### src/rtl/pe_row_drain.sv
// Collects one result per PE lane and drains them round-robin into a single
// valid/ready output stream, tagging each word with the node it belongs to.
module pe_row_drain #(
   parameter int PE_DIM       = 16,
   parameter int PE_OUT_WIDTH = 8,
   parameter int NODE_WIDTH   = 12,
   parameter int LOG_PE_DIM   = $clog2(PE_DIM)
) (
   input  logic                             clk,
   input  logic                             reset,
   input  logic [PE_OUT_WIDTH*PE_DIM-1:0]   sum_in_bus,
   input  logic [PE_DIM-1:0]                vd_in,
   input  logic                             node_adv,
   input  logic                             clr_ovf,
   output logic [PE_OUT_WIDTH-1:0]          out_data,
   output logic [LOG_PE_DIM-1:0]            out_lane,
   output logic [NODE_WIDTH-1:0]            out_node,
   output logic                             out_valid,
   input  logic                             out_ready,
   output logic                             busy,
   output logic                             ovf
);

   localparam logic [1:0] ST_IDLE  = 2'd0;
   localparam logic [1:0] ST_DRAIN = 2'd1;
   localparam logic [1:0] ST_STALL = 2'd2;

   logic [PE_DIM-1:0]       pending_q, pending_d;
   logic [PE_OUT_WIDTH-1:0] data_q [PE_DIM];
   logic [PE_OUT_WIDTH-1:0] data_d [PE_DIM];
   logic [NODE_WIDTH-1:0]   tag_q  [PE_DIM];
   logic [NODE_WIDTH-1:0]   tag_d  [PE_DIM];
   logic [NODE_WIDTH-1:0]   node_q, node_d;
   logic [LOG_PE_DIM-1:0]   ptr_q, ptr_d;
   logic                    ovf_q, ovf_d;
   logic [PE_OUT_WIDTH-1:0] out_data_q, out_data_d;
   logic [LOG_PE_DIM-1:0]   out_lane_q, out_lane_d;
   logic [NODE_WIDTH-1:0]   out_node_q, out_node_d;
   logic                    out_valid_q, out_valid_d;
   logic [1:0]              state_q, state_d;

   logic                    can_grant;
   logic                    grant_vld;
   logic [LOG_PE_DIM-1:0]   grant_idx;
   logic [LOG_PE_DIM-1:0]   scan_idx;
   logic [PE_DIM-1:0]       grant_oh;
   logic                    ovf_set;

   // Round-robin search starting at ptr_q; first pending lane found wins.
   always_comb begin
      can_grant = !out_valid_q || out_ready;
      grant_vld = 1'b0;
      grant_idx = '0;
      scan_idx  = '0;
      for (int k = 0; k < PE_DIM; k++) begin
         scan_idx = LOG_PE_DIM'((int'(ptr_q) + k) % PE_DIM);
         if (!grant_vld && pending_q[scan_idx]) begin
            grant_vld = 1'b1;
            grant_idx = scan_idx;
         end
      end
      if (!can_grant) begin
         grant_vld = 1'b0;
      end
   end

   always_comb begin
      grant_oh = '0;
      for (int i = 0; i < PE_DIM; i++) begin
         grant_oh[i] = grant_vld && (grant_idx == LOG_PE_DIM'(i));
      end
   end

   // A lane being granted this cycle frees its slot, so a same-cycle capture refills it.
   always_comb begin
      pending_d = pending_q;
      data_d    = data_q;
      tag_d     = tag_q;
      ovf_set   = 1'b0;
      for (int i = 0; i < PE_DIM; i++) begin
         if (vd_in[i]) begin
            if (!pending_q[i] || grant_oh[i]) begin
               data_d[i]    = sum_in_bus[PE_OUT_WIDTH*i +: PE_OUT_WIDTH];
               tag_d[i]     = node_q;
               pending_d[i] = 1'b1;
            end else begin
               ovf_set = 1'b1;
            end
         end else if (grant_oh[i]) begin
            pending_d[i] = 1'b0;
         end
      end
   end

   always_comb begin
      out_data_d  = out_data_q;
      out_lane_d  = out_lane_q;
      out_node_d  = out_node_q;
      out_valid_d = out_valid_q;
      ptr_d       = ptr_q;
      if (grant_vld) begin
         out_data_d  = data_q[grant_idx];
         out_lane_d  = grant_idx;
         out_node_d  = tag_q[grant_idx];
         out_valid_d = 1'b1;
         ptr_d       = (grant_idx == LOG_PE_DIM'(PE_DIM - 1)) ? '0
                                                              : grant_idx + LOG_PE_DIM'(1);
      end else if (out_valid_q && out_ready) begin
         out_valid_d = 1'b0;
      end
   end

   always_comb begin
      node_d = node_adv ? node_q + NODE_WIDTH'(1) : node_q;
      if (ovf_set) begin
         ovf_d = 1'b1;
      end else if (clr_ovf) begin
         ovf_d = 1'b0;
      end else begin
         ovf_d = ovf_q;
      end
   end

   always_comb begin
      state_d = state_q;
      case (state_q)
         ST_IDLE: begin
            if (grant_vld) state_d = ST_DRAIN;
         end
         ST_DRAIN: begin
            if (!out_valid_d)    state_d = ST_IDLE;
            else if (!out_ready) state_d = ST_STALL;
         end
         ST_STALL: begin
            if (out_ready) state_d = out_valid_d ? ST_DRAIN : ST_IDLE;
         end
         default: state_d = ST_IDLE;
      endcase
   end

   always_ff @(posedge clk) begin
      if (reset) begin
         pending_q   <= '0;
         node_q      <= '0;
         ptr_q       <= '0;
         ovf_q       <= 1'b0;
         out_data_q  <= '0;
         out_lane_q  <= '0;
         out_node_q  <= '0;
         out_valid_q <= 1'b0;
         state_q     <= ST_IDLE;
         for (int i = 0; i < PE_DIM; i++) begin
            data_q[i] <= '0;
            tag_q[i]  <= '0;
         end
      end else begin
         pending_q   <= pending_d;
         node_q      <= node_d;
         ptr_q       <= ptr_d;
         ovf_q       <= ovf_d;
         out_data_q  <= out_data_d;
         out_lane_q  <= out_lane_d;
         out_node_q  <= out_node_d;
         out_valid_q <= out_valid_d;
         state_q     <= state_d;
         for (int i = 0; i < PE_DIM; i++) begin
            data_q[i] <= data_d[i];
            tag_q[i]  <= tag_d[i];
         end
      end
   end

   assign out_data  = out_data_q;
   assign out_lane  = out_lane_q;
   assign out_node  = out_node_q;
   assign out_valid = out_valid_q;
   assign ovf       = ovf_q;
   assign busy      = (|pending_q) || out_valid_q;

endmodule

### config.mk
export PLATFORM = sky130hd
export DESIGN_NAME = pe_row_drain
export DESIGN_NICKNAME = d
export VERILOG_FILES = /design/src/rtl/pe_row_drain.sv
export SDC_FILE = /design/constraint.sdc
export NUM_CORES = 1
export LEC_CHECK = 0
export ABC_AREA = 1
export CORE_MARGIN = 3
export CORE_UTILIZATION = 55
export DETAILED_ROUTE_END_ITERATION = 10
export PLACE_DENSITY = 0.8
export SYNTH_ARGS = -nofsm -noshare
export SYNTH_HDL_FRONTEND = slang
export SYNTH_SLANG_ARGS = --single-unit
### constraint.sdc
create_clock -name clk -period 4.95 [get_ports clk]
set_clock_uncertainty 0.15 [all_clocks]
set_input_delay 0.7425 -clock clk [delete_from_list [all_inputs] [get_ports clk]]
set_output_delay 0.7425 -clock clk [all_outputs]
set_load 0.02 [all_outputs]
# == Yosys cells after proc, flatten, opt, wreduce, memory -nomap -nowiden ==
# Index checks and enable logic that the tools add are counted.
# classes
muxes,156
add_sub_neg,17
reduce_logical,134
bitwise,1
magnitude_cmp,17
eq_ne,31
# op_table
op,n
1-bit 2-to-1 mux,117
"4-bit by 5-bit less-than comparator with 1-bit output, second input constant",16
4-bit 2-to-1 mux,17
1-bit binary-select mux with 4-bit select,16
2-bit AND reduction,32
12-bit binary-select mux with 4-bit select,1
2-bit nonzero test,18
"4-bit adder, second input constant",8
8-bit binary-select mux with 4-bit select,1
"4-bit == test, second input constant",8
1-bit logical AND,32
1-bit zero test,32
"2-bit by 1-bit inequality test with 1-bit output, second input constant",16
12-bit 2-to-1 mux,2
1-bit logical OR,18
"4-bit by 3-bit adder with 4-bit output, second input constant",4
"4-bit by 3-bit == test with 1-bit output, second input constant",4
8-bit 2-to-1 mux,2
16-bit OR reduction,1
"12-bit by 1-bit adder with 12-bit output, second input constant",1
"4-bit by 1-bit adder with 4-bit output, second input constant",2
"4-bit by 2-bit adder with 4-bit output, second input constant",2
"4-bit by 2-bit == test with 1-bit output, second input constant",2
"5-bit greater-or-equal comparator, second input constant",1
other kinds (3),3
# totals
out_inout_bits,27
reg_bits,378
elab_cells,411
inputBits,149

# == Depth between registers and ports, before layout ==
# Gate-level depths: netlist (run 1).
# logic_depth
ltp_word,84
ltp_mapped,34
mapped_depth_nobuf,32

# == Worst setup path after synthesis (run 1) ==
# Ideal clock, no wire load.
# synth_timing
path_type,register to register
from,register ptr_q[1]
to,register tag_q[181] (netlist name)
setup_ps,128
t_arrival_ps,4240
required_ps,4672
synth_period_minus_slack_ps,4519
path_stages_with_launch,30
slack_ps,431
path_buffers,5
cell_sequence,dfxtp_1 inv_1 buf_2 ha_1 clkbuf_1 nand3_1 nand3_1 nand2_1 nand2_1 nand2_2 nor2_4 nand4_2 nor3_2 nand4_1 nor2_4 nand3_2 nor2_4 nand2_1 nand3_1 nand2_2 clkbuf_1 clkbuf_1 ha_1 nand2_1 inv_1 nand2_1 nand2_1 nand2_1 clkbuf_1 a21oi_1
# synth_between
elab_chain_cells,52
elab_cells_between_ends,114
cone_classes,15 x add/sub; 65 x mux; 34 x reduce/logical
# synth_rtl
item,line_no,source
from (decl),34,"logic [LOG_PE_DIM-1:0] ptr_q, ptr_d;"
from (signal assigned),159,ptr_q <= ptr_d;
"parallel branches: the longest is 49 deep, another holds 4-bit by 1-bit adder with 4-bit output",n/a,
1-bit logical AND (*),70,grant_oh[i] = grant_vld && (grant_idx == LOG_PE_DIM'(i));
1-bit logical OR (*),82,if (!pending_q[i] || grant_oh[i]) begin
2-bit AND reduction (no source line) (*),n/a,
"to (signal, indexed assignment)",168,tag_q[i] <= tag_d[i];
to (decl),31,logic [NODE_WIDTH-1:0] tag_q [PE_DIM];
# Every way passes the cells marked *. The select of a mux whose other input is x is not followed.
# A chain may end at the register's enable or synchronous reset.

# == Final worst setup path (run 1) ==
# layout_timing
from,register ptr_q[0]
to,"register out_data_q[7], in the netlist out_data[7]"
# layout_between
elab_chain_cells,52
elab_cells_between_ends,114
cone_classes,15 x add/sub; 68 x mux; 1 x bitwise; 30 x reduce/logical
# layout_rtl
item,line_no,source
"parallel branches: the longest is 52 deep, another holds 4-bit by 1-bit adder with 4-bit output",n/a,
to (signal assigned),161,out_data_q <= out_data_d;
to (decl),36,"logic [PE_OUT_WIDTH-1:0] out_data_q, out_data_d;"
# Several ways; the timed one is not identified. The select of a mux whose other input is x is not followed.

==> results of run 1 <==
-- cell usage after synthesis, types with 2 or more instances --
master and number:
clkbuf_1 104, xor2_1 6, inv_1 165, buf_6 2, nor3_1 9, nand4_2 5
or2_1 4, nand4_1 19, a21oi_1 263, buf_2 35, buf_4 24, o21a_1 2
o21ai_2 2, nand2_2 14, dfxtp_1 378, nor2_4 6, o21ai_1 119, nand3_4 2
inv_2 21, o211ai_1 102, o21ai_0 240, nand3_2 3, nor2_1 290, nor4_1 3
nand2_1 472, buf_1 6, nand3_1 201, nor2_2 7, or2_2 2, ha_1 9
-- cell type report --
cell class              instances  share of cell area, %
diodes                          1                 0.0118
clock buffers                  63                   5.71
clock inverters                 8                  0.562
inverters                     189                   3.54
multi-input cells            1787                   40.6
flip-flops and latches        378                   35.8
well taps                     396                   2.34
repair buffers                233                   11.4
-- logic make-up (layout without fill, tap and decap cells) --
logic type                 Yosys count  count (layout)  share of synthesized area, %
and+or+nand+nor                   1042            1042                          25.2
buffers and inverters              361             493                          8.58
adders and majority gates            9               9                         0.638
other                                0               1                             0
DFF                                378             378                          42.9
xor gates and xnor gates             8               8                         0.482
AOI/OAI and AO/OA                  728             728                          22.2
-- placed cells by master (no fill, tap or decap), types with 8 or more instances in the layout --
cell type	instances
nand2_1	471
dfxtp_1	377
nor2_1	289
a21oi_1	262
o21ai_0	238
nand3_1	201
clkdlybuf4s50_1	175
inv_1	163
o21ai_1	120
o211ai_1	102
clkbuf_16	40
buf_4	39
nand4_1	19
buf_12	16
inv_2	15
nand2_2	14
clkbuf_8	12
clkbuf_1	11
nor3_1	9
nor2_2	8
ha_1	8
-- final timing paths --
| path | end | cells past startpoint |
|---|---|---|
| max reg2reg | out_data[7] | 29 |
| min reg2reg | tag_q[41] | 2 |
| min | tag_q[41] | 2 |
| max | out_data[7] | 29 |
-- metrics by stage --
step	cells	area, sq um	hold WS [ns]	util (%)
6_report	3055	21200	0.302	68.1
5_1_grt	3054	21200	0.320	68.1
2_1_floorplan	2526	17600	0.280	-
3_5_place_dp	2984	19800	0.293	63.6
3_3_place_gp	2984	19800	0.287	63.6
4_1_cts	3055	21100	0.303	67.9
-- repair_timing --
action,CTS,global route
setup buffers,0,0
resized for setup,1,25
endpoints found under the setup margin,1,335
hold buffers,0,0
-- state kept, by name, indices dropped and copies added (netlist names) --
name and count:
data_q 128, node_q 12, out_data 8, out_lane 4
out_node 12, out_valid 1, ovf 1, pending_q 16
ptr_q 4, tag_q 192
-- worst register-to-register path: cells and delay by family, from the launching register on --
family        cells  cell delay, ns
fa+ha+maj         1            0.34
buf+inv           5            0.85
flops             1            0.39
simple gates     23            2.86
-- per-layer routing --
layer  routed length, microns  global-route usage [%]
met1                    23800                    43.2
met2                    27400                    55.1
met3                     5420                    6.01
met4                     2440                    14.4
met5                        0                       0
==> metrics.txt, run 1 <==
FF+latch area around 0.0076 sq mm; root buffer cell clkbuf_16; Synth area leaders dfxtp_1 43%, nand2_1 10%, a21oi_1 7.5%, o21ai_0 6.8%, nor2_1 6.2%; HPWL after detailed placement a little over 40,000 microns; WL final just under 60,000 microns; vias per cell roughly 6; max_cap viols 0; Worst Setup End Kind register; Worst Setup SP ptr_q[0]; RSZ-0062 raised after global routing yes; post-synthesis net count between 2,000 and 3,000; DIE AREA 0.0343 sq mm; fin nets between 2,000 and 3,000; Synthesis Warnings 0; DRT Pass-1 Iters 8; syn_area_per_cell roughly 7 sq um; Clock transition at path regs about 0.060 ns; Starting Density 56.8%; CP max FO 25; Yosys cell types between 40 and 50; global-route wire length before repair a little over 90,000 microns; cts bufs inserted 40; FF+latch count, synth approximately 380; Die Height around 190 microns; Synth Flop Type dfxtp_1; # setup viols final 0; Die X 185 microns; Rows 64; Yosys top cell by area dfxtp_1; worst slack, placed 0.0181 ns; clock sinks 378; grt total ovfl 0; slowest CP cell dfxtp_1; relative slew slack a little over a quarter; vias in the first global route 17,269; slowest cell delay on critical path just under 0.4 ns; Worst EP required 5.22 ns; Syn Std Cell Area ~0.018 sq mm; Buffers & Inverters on Critical Path 5; status completed; CP arrival just under 5 ns; Hold Path Origin tag_q[41]; CTS Buffer Depth 3; via count around 18,000; Clock H-tree levels 2; io pins approximately 180; DRC violations left 0; Clock Latency Late Sink 0.55 ns; critical path class reg2reg; Reg2Reg Setup Slack between 0.2 and 0.25 ns; endpoints failing hold 0; PortBufs about 180; number of flops mapped to enable cells by yosys 0; top cell type's share of synthesized area between 40% and 50%; Final Max Tran Viols 0; fin crit share between 90% and 100%; gr usage total about a third; R2R Path Start ptr_q[0]; Final Wtd Congestion between 0.9 and 1; Post-Synthesis Cells approximately 2,500; min cycle time layout ~4.7 ns; Routed wire per std cell 19.3 microns; initial antenna violation count 0; Sum Neg Setup Slack 0 ns; Setup WS post-layout approximately 0.25 ns; max frequency between 200 and 250 MHz; worst slew pin tran ~1.1 ns; largest net degree at the start of global routing 220; layout overhead on the synthesized area 19.9%; CP dominant cell by count nand3_1; register area share after synthesis 42.9%; footprint of the multi-input gates roughly 0.0086 sq mm; filler instances between 2,000 and 3,000; antenna-violating nets left 0; cell family with most CP delay simple AND/OR/NAND/NOR gates; CTS tree done; Post-synth ARST share 0%; Worst setup SP type register; layout cells sized above 1 7.37%; worst min path class reg2reg; Placeable Area around 0.031 sq mm; Initial DRC Count between 2,000 and 2,500
Power of run 1 is left out: the tool's default activity adds up to more than one toggle a clock period on the data nets, which glitch-free logic cannot reach.
==> run 2, diff against run 1 <==
--- a/config.mk
+++ b/config.mk
@@ -8,6 +8,7 @@
 export ABC_AREA = 1
 export CORE_MARGIN = 3
 export CORE_UTILIZATION = 55
+export CTS_CLUSTER_SIZE = 30
 export DETAILED_ROUTE_END_ITERATION = 10
 export PLACE_DENSITY = 0.8
 export SYNTH_ARGS = -nofsm -noshare
==> results of run 2 <==
Final layout, timing and power as in run 1 (identical DEF).
Power of run 2 is left out for the same reason.
